## config.mk

```make
export PLATFORM = sky130hd
export DESIGN_NAME = regfile_wb_arbiter
export DESIGN_NICKNAME = d
export VERILOG_FILES = /design/src/rtl/core_pkg.sv /design/src/rtl/wb_skid_fifo.sv /design/src/rtl/regfile_wb_arbiter.sv
export SDC_FILE = /design/constraint.sdc
export NUM_CORES = 1
export LEC_CHECK = 0
export CAP_MARGIN = 20
export CELL_PAD_IN_SITES_DETAIL_PLACEMENT = 2
export CELL_PAD_IN_SITES_GLOBAL_PLACEMENT = 2
export CORE_ASPECT_RATIO = 0.5
export CORE_MARGIN = 8
export CORE_UTILIZATION = 26
export DETAILED_ROUTE_END_ITERATION = 8
export GPL_TIMING_DRIVEN = 1
export HOLD_SLACK_MARGIN = 0.1
export PLACE_DENSITY_LB_ADDON = 0.1
export SLEW_MARGIN = 10
export SYNTH_ARGS = -nofsm -noshare
export SYNTH_HDL_FRONTEND = slang
export SYNTH_SLANG_ARGS = --single-unit
```

## constraint.sdc

```tcl
create_clock -name clk -period 3 [get_ports clk]
set_clock_uncertainty 0.1 [all_clocks]
set_input_delay 0.3 -clock clk [delete_from_list [all_inputs] [get_ports clk]]
set_output_delay 0.3 -clock clk [all_outputs]
set_load 0.05 [all_outputs]
```

## src/rtl/core_pkg.sv

```systemverilog
// Shared core definitions: datapath widths, writeback request payload, arbiter states.
package core_pkg;

    localparam int unsigned XLEN = 32;
    localparam int unsigned AW   = 5;

    typedef struct packed {
        logic            valid;
        logic [AW-1:0]   rd;
        logic [XLEN-1:0] data;
    } wb_req_t;

    typedef enum logic {
        RUN   = 1'b0,
        FORCE = 1'b1
    } arb_state_t;

endpackage : core_pkg

```

## src/rtl/wb_skid_fifo.sv

```systemverilog
// In-order buffer for long-latency results; exposes per-slot valid/rd for hazard decode.
module wb_skid_fifo #(
    parameter int unsigned DEPTH = 2,
    parameter int unsigned AW    = 5,
    parameter int unsigned XLEN  = 32
) (
    input  logic                         clk,
    input  logic                         rst,
    input  logic                         push,
    input  logic [AW-1:0]                push_rd,
    input  logic [XLEN-1:0]              push_data,
    input  logic                         pop,
    output logic [AW-1:0]                head_rd,
    output logic [XLEN-1:0]              head_data,
    output logic [$clog2(DEPTH+1)-1:0]   count,
    output logic [DEPTH-1:0]             ent_valid,
    output logic [DEPTH-1:0][AW-1:0]     ent_rd
);

    localparam int unsigned PW = (DEPTH > 1) ? $clog2(DEPTH) : 1;
    localparam int unsigned CW = $clog2(DEPTH + 1);

    logic [DEPTH-1:0][AW-1:0] rd_mem;
    logic [XLEN-1:0]          data_mem [DEPTH];
    logic [DEPTH-1:0]         vld;
    logic [PW-1:0]            wr_ptr;
    logic [PW-1:0]            rd_ptr;

    function automatic logic [PW-1:0] ptr_inc(input logic [PW-1:0] p);
        return (p == PW'(DEPTH - 1)) ? '0 : PW'(p + 1'b1);
    endfunction

    // Pointers, slot valid bits and occupancy.
    always_ff @(posedge clk or negedge rst) begin
        if (!rst) begin
            wr_ptr <= '0;
            rd_ptr <= '0;
            vld    <= '0;
            count  <= '0;
        end else begin
            if (push) begin
                vld[wr_ptr] <= 1'b1;
                wr_ptr      <= ptr_inc(wr_ptr);
            end
            if (pop) begin
                vld[rd_ptr] <= 1'b0;
                rd_ptr      <= ptr_inc(rd_ptr);
            end
            if (push && !pop) begin
                count <= CW'(count + 1'b1);
            end else if (pop && !push) begin
                count <= CW'(count - 1'b1);
            end
        end
    end

    // Payload storage; contents are qualified by vld so no reset is needed.
    always_ff @(posedge clk) begin
        if (push) begin
            rd_mem[wr_ptr]   <= push_rd;
            data_mem[wr_ptr] <= push_data;
        end
    end

    assign head_rd   = rd_mem[rd_ptr];
    assign head_data = data_mem[rd_ptr];
    assign ent_valid = vld;
    assign ent_rd    = rd_mem;

endmodule : wb_skid_fifo

```

## src/rtl/regfile_wb_arbiter.sv

```systemverilog
// Shares the register-file write port between pipeline WB and buffered long-latency results.
module regfile_wb_arbiter
    import core_pkg::*;
#(
    parameter int unsigned XLEN       = core_pkg::XLEN,
    parameter int unsigned AW         = core_pkg::AW,
    parameter int unsigned DEPTH      = 2,
    parameter int unsigned STARVE_MAX = 4
) (
    input  logic                         clk,
    input  logic                         rst,
    input  logic                         wb_valid,
    input  logic [AW-1:0]                wb_rd,
    input  logic [XLEN-1:0]              wb_data,
    input  logic                         lu_valid,
    output logic                         lu_ready,
    input  logic [AW-1:0]                lu_rd,
    input  logic [XLEN-1:0]              lu_data,
    output logic                         pipe_stall,
    output logic                         rf_we,
    output logic [AW-1:0]                rf_a3,
    output logic [XLEN-1:0]              rf_wd3,
    output logic [(2**AW)-1:0]           pend_mask,
    output logic [$clog2(DEPTH+1)-1:0]   buf_count
);

    localparam int unsigned SW = $clog2(STARVE_MAX + 1);

    arb_state_t               state, state_nx;
    logic [SW-1:0]            starve_cnt, starve_nx;
    logic                     push, pop, fifo_empty;
    logic [AW-1:0]            head_rd;
    logic [XLEN-1:0]          head_data;
    logic [DEPTH-1:0]         ent_valid;
    logic [DEPTH-1:0][AW-1:0] ent_rd;
    wb_req_t                  wr_sel;

    assign lu_ready   = (buf_count < ($clog2(DEPTH+1))'(DEPTH));
    assign push       = lu_valid && lu_ready;
    assign fifo_empty = (buf_count == '0);

    wb_skid_fifo #(
        .DEPTH (DEPTH),
        .AW    (AW),
        .XLEN  (XLEN)
    ) u_fifo (
        .clk       (clk),
        .rst       (rst),
        .push      (push),
        .push_rd   (lu_rd),
        .push_data (lu_data),
        .pop       (pop),
        .head_rd   (head_rd),
        .head_data (head_data),
        .count     (buf_count),
        .ent_valid (ent_valid),
        .ent_rd    (ent_rd)
    );

    // State and starvation counter registers.
    always_ff @(posedge clk or negedge rst) begin
        if (!rst) begin
            state      <= RUN;
            starve_cnt <= '0;
        end else begin
            state      <= state_nx;
            starve_cnt <= starve_nx;
        end
    end

    // Port selection, pop control and next-state; everything idle while in reset.
    always_comb begin
        state_nx   = state;
        starve_nx  = starve_cnt;
        pop        = 1'b0;
        pipe_stall = 1'b0;
        wr_sel     = '0;
        if (rst) begin
            unique case (state)
                RUN: begin
                    if (wb_valid) begin
                        wr_sel = '{valid: 1'b1, rd: wb_rd, data: wb_data};
                        if (!fifo_empty) begin
                            if (starve_cnt == SW'(STARVE_MAX - 1)) begin
                                state_nx  = FORCE;
                                starve_nx = '0;
                            end else begin
                                starve_nx = SW'(starve_cnt + 1'b1);
                            end
                        end
                    end else if (!fifo_empty) begin
                        wr_sel    = '{valid: 1'b1, rd: head_rd, data: head_data};
                        pop       = 1'b1;
                        starve_nx = '0;
                    end
                end
                FORCE: begin
                    pipe_stall = 1'b1;
                    wr_sel     = '{valid: 1'b1, rd: head_rd, data: head_data};
                    pop        = 1'b1;
                    starve_nx  = '0;
                    state_nx   = RUN;
                end
                default: state_nx = RUN;
            endcase
        end
    end

    // x0 writes complete as normal but never touch the register file.
    assign rf_we  = wr_sel.valid && (wr_sel.rd != '0);
    assign rf_a3  = wr_sel.rd;
    assign rf_wd3 = wr_sel.data;

    // Destination registers still owned by buffered results.
    always_comb begin
        pend_mask = '0;
        for (int i = 0; i < int'(DEPTH); i++) begin
            if (ent_valid[i]) begin
                pend_mask[ent_rd[i]] = 1'b1;
            end
        end
        pend_mask[0] = 1'b0;
    end

endmodule : regfile_wb_arbiter

```

==> results.ini, run 1 <==
[timing]
hold_violations=0
fin_crit_sh=0.949
maxSlewViolCount=0
period_minus_slack_ns=2.85
tightest_slew_ns=0.550
fmax_ghz=0.351
hold_slack_ns=0.231
slew_headroom=0.632
grt_setup_unrepaired=no
setup-violations-final=0
fin_tns_setup_ns=0

[cts]
htree_levels=3
cts_tree=yes
postCtsSetupBuffers=0
cts.path.max_buffers=2
cts_sinks=84
cts_resized=0
insertion_delay_ns=0.33
cts_root_buf=clkbuf_16
ctsHoldBuffers=0
path_clk_slew_ns=0.06
cts_buffers=9

[outcome]
status=finished, final reports clean

[synthesis]
yosysWarnings=0
synth_top_area_share=0.556
synth_most_common_cell=edfxtp_1
yosys.area_share.simple=0.0701
yosysTopAreaCell=edfxtp_1
syn_area_um2=4000
synth-compound-area-share=0.159
synth_edf_count=74
synth_common_cells=edfxtp_1, mux2i_1, o2bb2ai_1, o22ai_1, buf_2
synthTopCellsByArea=edfxtp_1, mux2i_1, o2bb2ai_1
syn_inst=281
synth_top_family_by_area=compound AO/OA/AOI/OAI gates
synthAdderAreaFrac=0.00626
synth_xor_area_frac=0.0110
muxShareOfSynthArea=0.0951
ys_seq_elements=84
synthFlopType=edfxtp_1
synthArstFlopShare=0.119
ys_types=38
yosysSeqAreaShare=0.618
synth_fp_nets=361
avgSynthCellArea_um2=14.2

[critical_path]
critPathKind=reg2out
cp_data_arrival_time_ns=2.45
reg2reg_depth=3
worstPathRequired_ns=2.60
critPathLaunchType=flop
setup.worst_path.end_class=output pin
cp_max_fo=7
reg2reg_to=u_fifo.ent_rd[9]
r2r_start=u_fifo.count[1]
r2r_setup_slack_ns=1.13

[die]
coreArea_um2=15200
dieArea_um2=19800
die_h_um=104
dieWidth_um=191
num_rows=32
io_pins=152
initial_core_util=0.263

[pwr]
p_per_area_nw_per_um2=792
vdd_drop_max_uv=265
power_leakage_uw=0.00223

[place]
place_inst=619
dp_hpwl_mm=9.67
port_buffers=150
globalplace.congestion=0.760

[routing]
drt_iter0_markers=146
ant_nets=0
vias=3016
wl_mm=12.5
firstDrtPassIters=4
wl_per_cell_um=19.7
drcViolationCount=0
viasPerCell=4.75

[global_routing]
grt_pass1_wl_mm=20.1
grt_pass1_vias=3454
grt_most_used_layer=met2
met3_usage=0.0455
grt_overflow=0
use_met2=0.231
antenna_found_initial=0
gr-usage-all-layers=0.130
grt_start_max_net_pins=43
use_met1=0.145

[layout]
multi_input_area_um2=1380
antenna_cells=0
instances_no_fill=635
syn_to_final_growth_pct=59.8
nFillCells=1514
seq_area_um2=2470
final_util=0.420
drive_above_1_share=0.155
fin_nets=506

[hold_path]
hold_path.class=in2async

[flow_run]
drv_cap=0

-- flip-flops by register name, indices dropped and copies added, names as in the netlist --
name / flops
u_fifo.data_mem: 64
u_fifo.rd_ptr: 1
u_fifo.wr_ptr: 1
state: 1
u_fifo.count: 2
starve_cnt: 3
u_fifo.ent_rd: 10
u_fifo.ent_valid: 2
-- power breakdown --
group          internal, µW  switching, µW  leakage [µW]
sequential             1540            178      0.000802
clock                   652            445      0.000143
combinational           956           1290       0.00128
-- metal layers --
| metal | routed length (µm) | share of wire |
|---|---|---|
| met1 | 5000 | 0.40 |
| met2 | 6590 | 0.53 |
| met3 | 773 | 0.062 |
| met4 | 162 | 0.013 |
| met5 | 0 | 0 |
-- cells by family (layout without fill, tap and decap cells) --
group,count (synthesis),in the layout
adders and majority gates,2,2
muxes,38,38
and+or+nand+nor,43,43
AOI/OAI and AO/OA,81,81
DFF,84,84
buffers and inverters,27,177
other,1,1
xor gates and xnor gates,5,5
-- metrics by stage --
step                worst slack, ns  total power, µW  area [µm²]
global route                 0.0556             5330        6390
global placement              0.605             3970        6090
detailed placement            0.481             4040        6090
floorplan                     0.534             3020        4000
CTS                           0.109             5170        6390
finish                        0.154             5060        6390
-- layout make-up --
cell class                 count  area share
clock buffer                  10      0.0358
clock inverter                 6      0.0114
multi-input combinational    170       0.215
tap                          204      0.0399
sequential                    84       0.387
timing repair buffer         157       0.308
inverter                       4     0.00235
-- worst max-delay path, stage by stage, from the launching register on --
cell	delay, ns
edfxtp_1	0.46
or3b_1	0.54
o22ai_1	0.26
clkdlybuf4s50_1	0.85
-- worst max path at each step --
stage,from,endpoint,depth (start not counted)
final,u_fifo.ent_rd[1],pend_mask[16],3
after global routing,u_fifo.ent_rd[1],pend_mask[4],3
after CTS,u_fifo.ent_rd[1],pend_mask[4],3
after detailed placement,u_fifo.ent_rd[1],pend_mask[4],3
after global placement,u_fifo.ent_rd[0],pend_mask[18],3
after floorplan,u_fifo.count[1],u_fifo.data_mem[0][0],2
-- cell usage in the layout (no fill, tap or decap), types with 2 or more instances in the layout --
cell type,Yosys,routed
nand2_1,3,3
clkbuf_16,0,9
nand3b_1,10,10
nor2_1,5,5
nand3_1,4,4
clkdlybuf4s50_1,0,111
o22ai_1,33,33
xor2_1,2,2
dfrtp_1,10,9
or3b_1,6,6
o22a_1,3,3
clkinv_4,0,3
mux2i_1,38,38
ha_1,2,2
or3_1,2,2
buf_12,0,41
nor2b_1,3,2
xnor2_1,3,3
o2bb2ai_1,37,37
nand2b_1,2,2
edfxtp_1,74,74
buf_4,3,5
inv_1,4,4
(Power assumes the default switching activity.)
==> run 2, diff against run 1 <==
--- a/config.mk
+++ b/config.mk
@@ -15,6 +15,7 @@
 export GPL_TIMING_DRIVEN = 1
 export HOLD_SLACK_MARGIN = 0.1
 export PLACE_DENSITY_LB_ADDON = 0.1
+export REMOVE_ABC_BUFFERS = 1
 export SLEW_MARGIN = 10
 export SYNTH_ARGS = -nofsm -noshare
 export SYNTH_HDL_FRONTEND = slang
==> run 2 against run 1 <==
Hold slack improved by 0.0070 ns. Worst setup slack improved by 0.012 ns. Wire length rose by 2.5%. Sequential power barely moved. Fmax rose by 0.41%. Sequential cell count did not move. Die area did not move. Largest cell class unchanged. First-iteration DRC count fell by 21%. Total power barely moved.
==> results.ini, run 2 (synthesis gave the netlist of run 1 again) <==
[cts]
postCtsSetupBuffers=0  ; unchanged
insertion_delay_ns=0.33  ; about the same
cts_tree=yes  ; unchanged
htree_levels=3  ; unchanged
cts.path.max_buffers=2  ; unchanged
cts_root_buf=clkbuf_16  ; unchanged
cts_buffers=9  ; unchanged
ctsHoldBuffers=0  ; unchanged
cts_sinks=84  ; unchanged
path_clk_slew_ns=0.06  ; about the same
cts_resized=0  ; unchanged

[die]
num_rows=32  ; unchanged
initial_core_util=0.263  ; unchanged
dieWidth_um=191  ; unchanged
dieArea_um2=19800  ; unchanged
io_pins=152  ; unchanged
coreArea_um2=15200  ; unchanged
die_h_um=104  ; unchanged

[timing]
hold_violations=0  ; unchanged
fin_crit_sh=0.945  ; was 0.949
slew_headroom=0.618  ; was 0.632
grt_setup_unrepaired=no  ; unchanged
fmax_ghz=0.353  ; was 0.351 GHz
setup-violations-final=0  ; unchanged
maxSlewViolCount=0  ; unchanged
tightest_slew_ns=0.573  ; was 0.550 ns
setup_ws_ns=0.166  ; was 0.154 ns
period_minus_slack_ns=2.83  ; was 2.85 ns

[hold_path]
hold_path.class=in2async  ; unchanged

[global_routing]
grt_pass1_vias=3552  ; was 3454
grt_overflow=0  ; unchanged
grt_start_max_net_pins=43  ; unchanged
antenna_found_initial=0  ; unchanged
gr-usage-all-layers=0.129  ; was 0.130
grt_pass1_wl_mm=20.1  ; about the same

[critical_path]
slowest_delay_ns=0.85  ; about the same
critPathKind=reg2out  ; unchanged
slowest_stage=clkdlybuf4s50_1  ; unchanged
worstPathRequired_ns=2.60  ; about the same
setup.worst_path.end_class=output pin  ; unchanged
crit_chain=nand3b_1 > o22ai_1 > clkdlybuf4s50_1  ; was or3b_1 > o22ai_1 > clkdlybuf4s50_1
cp_max_fo=8  ; was 7
critPathBufInv=1  ; unchanged
cp_data_arrival_time_ns=2.43  ; was 2.45 ns
cp_top_family=buffers and inverters  ; unchanged
critPathLaunchType=flop  ; unchanged

[routing]
wl_mm=12.8  ; was 12.5 mm
vias=3024  ; was 3016
wl_per_cell_um=20.2  ; was 19.7 µm
viasPerCell=4.76  ; was 4.75
ant_nets=0  ; unchanged
drt_iter0_markers=115  ; was 146
firstDrtPassIters=4  ; unchanged
drcViolationCount=0  ; unchanged

[layout]
syn_to_final_growth_pct=59.8  ; about the same
largest_register_ff_count=64  ; unchanged
instances_no_fill=635  ; unchanged
final_cell_mix=clkdlybuf4s50_1, edfxtp_1, buf_12  ; unchanged
final_common_cell=clkdlybuf4s50_1  ; unchanged
fin_nets=506  ; unchanged
drive_above_1_share=0.155  ; unchanged
top_register=u_fifo.data_mem  ; unchanged
antenna_cells=0  ; unchanged

[place]
port_buffers=150  ; unchanged
globalplace.congestion=0.749  ; was 0.760
place_inst=619  ; unchanged
dp_hpwl_mm=9.87  ; was 9.67 mm
post-place-ws_ns=0.519  ; was 0.481 ns

[flow_run]
drv_cap=0  ; unchanged

[pwr]
vdd_drop_max_uv=329  ; was 265 µV
power_leakage_uw=0.00222  ; was 0.00223 µW
p_per_area_nw_per_um2=792  ; about the same

[outcome]
status=finished, final reports clean  ; unchanged

==> run 2: worst register-to-register path, stage by stage, from the launching register on <==
cell	delay (ns)
dfrtp_1	0.44
nor2b_1	0.31
and2_2	0.55
buf_12	0.25
==> run 2: through the flow <==
step / util / hold WS (ns) / cell area [µm²] / power, µW / setup TNS (ns)
after detailed placement: 0.400 / 0.425 / 6090 / 4020 / 0
after CTS: 0.420 / 0.227 / 6390 / 5150 / 0
after global routing: 0.420 / 0.250 / 6390 / 5310 / 0
after global placement: 0.400 / 0.419 / 6090 / 3950 / 0
final: 0.420 / 0.238 / 6390 / 5060 / 0
after floorplan: - / -0.0956 / 3850 / 2990 / -6.41
==> run 2: final timing paths <==
kind	startpoint	endpoint	slack (ns)	depth (start not counted)
max in group asynchronous	rst	u_fifo.rd_ptr	2.36	2
min in group clk	starve_cnt[2]	starve_cnt[2]	0.43	1
setup reg to reg	u_fifo.count[1]	u_fifo.data_mem[1][23]	1.06	3
setup / recovery	u_fifo.ent_rd[1]	pend_mask[21]	0.17	3
hold / removal	rst	starve_cnt[1]	0.24	2
hold reg to reg	starve_cnt[2]	starve_cnt[2]	0.43	1
==> run 2: layer usage <==
| layer | vias up | routed length [µm] | global-route usage |
|---|---|---|---|
| li1 | 1431 | - | - |
| met1 | 1498 | 5000 | 0.137 |
| met2 | 83 | 6940 | 0.236 |
| met3 | 12 | 714 | 0.0432 |
| met4 | 0 | 187 | 0.0404 |
| met5 | - | 0 | 0 |
==> run 2: cell type report <==
type / count / area [µm²]
Tap cell: 204 / 255
Sequential cell: 84 / 2470
Multi-Input combinational cell: 170 / 1380
Inverter: 4 / 15.0
Timing Repair Buffer: 157 / 1970
Fill cell: 1517 / 8820
Clock buffer: 10 / 229
Clock inverter: 6 / 71.3
==> run 2: power by group <==
group / leakage [µW] / internal (µW) / switching (µW)
Clock: 0.000140 / 654 / 454
Sequential: 0.000802 / 1540 / 178
Combinational: 0.00128 / 950 / 1280
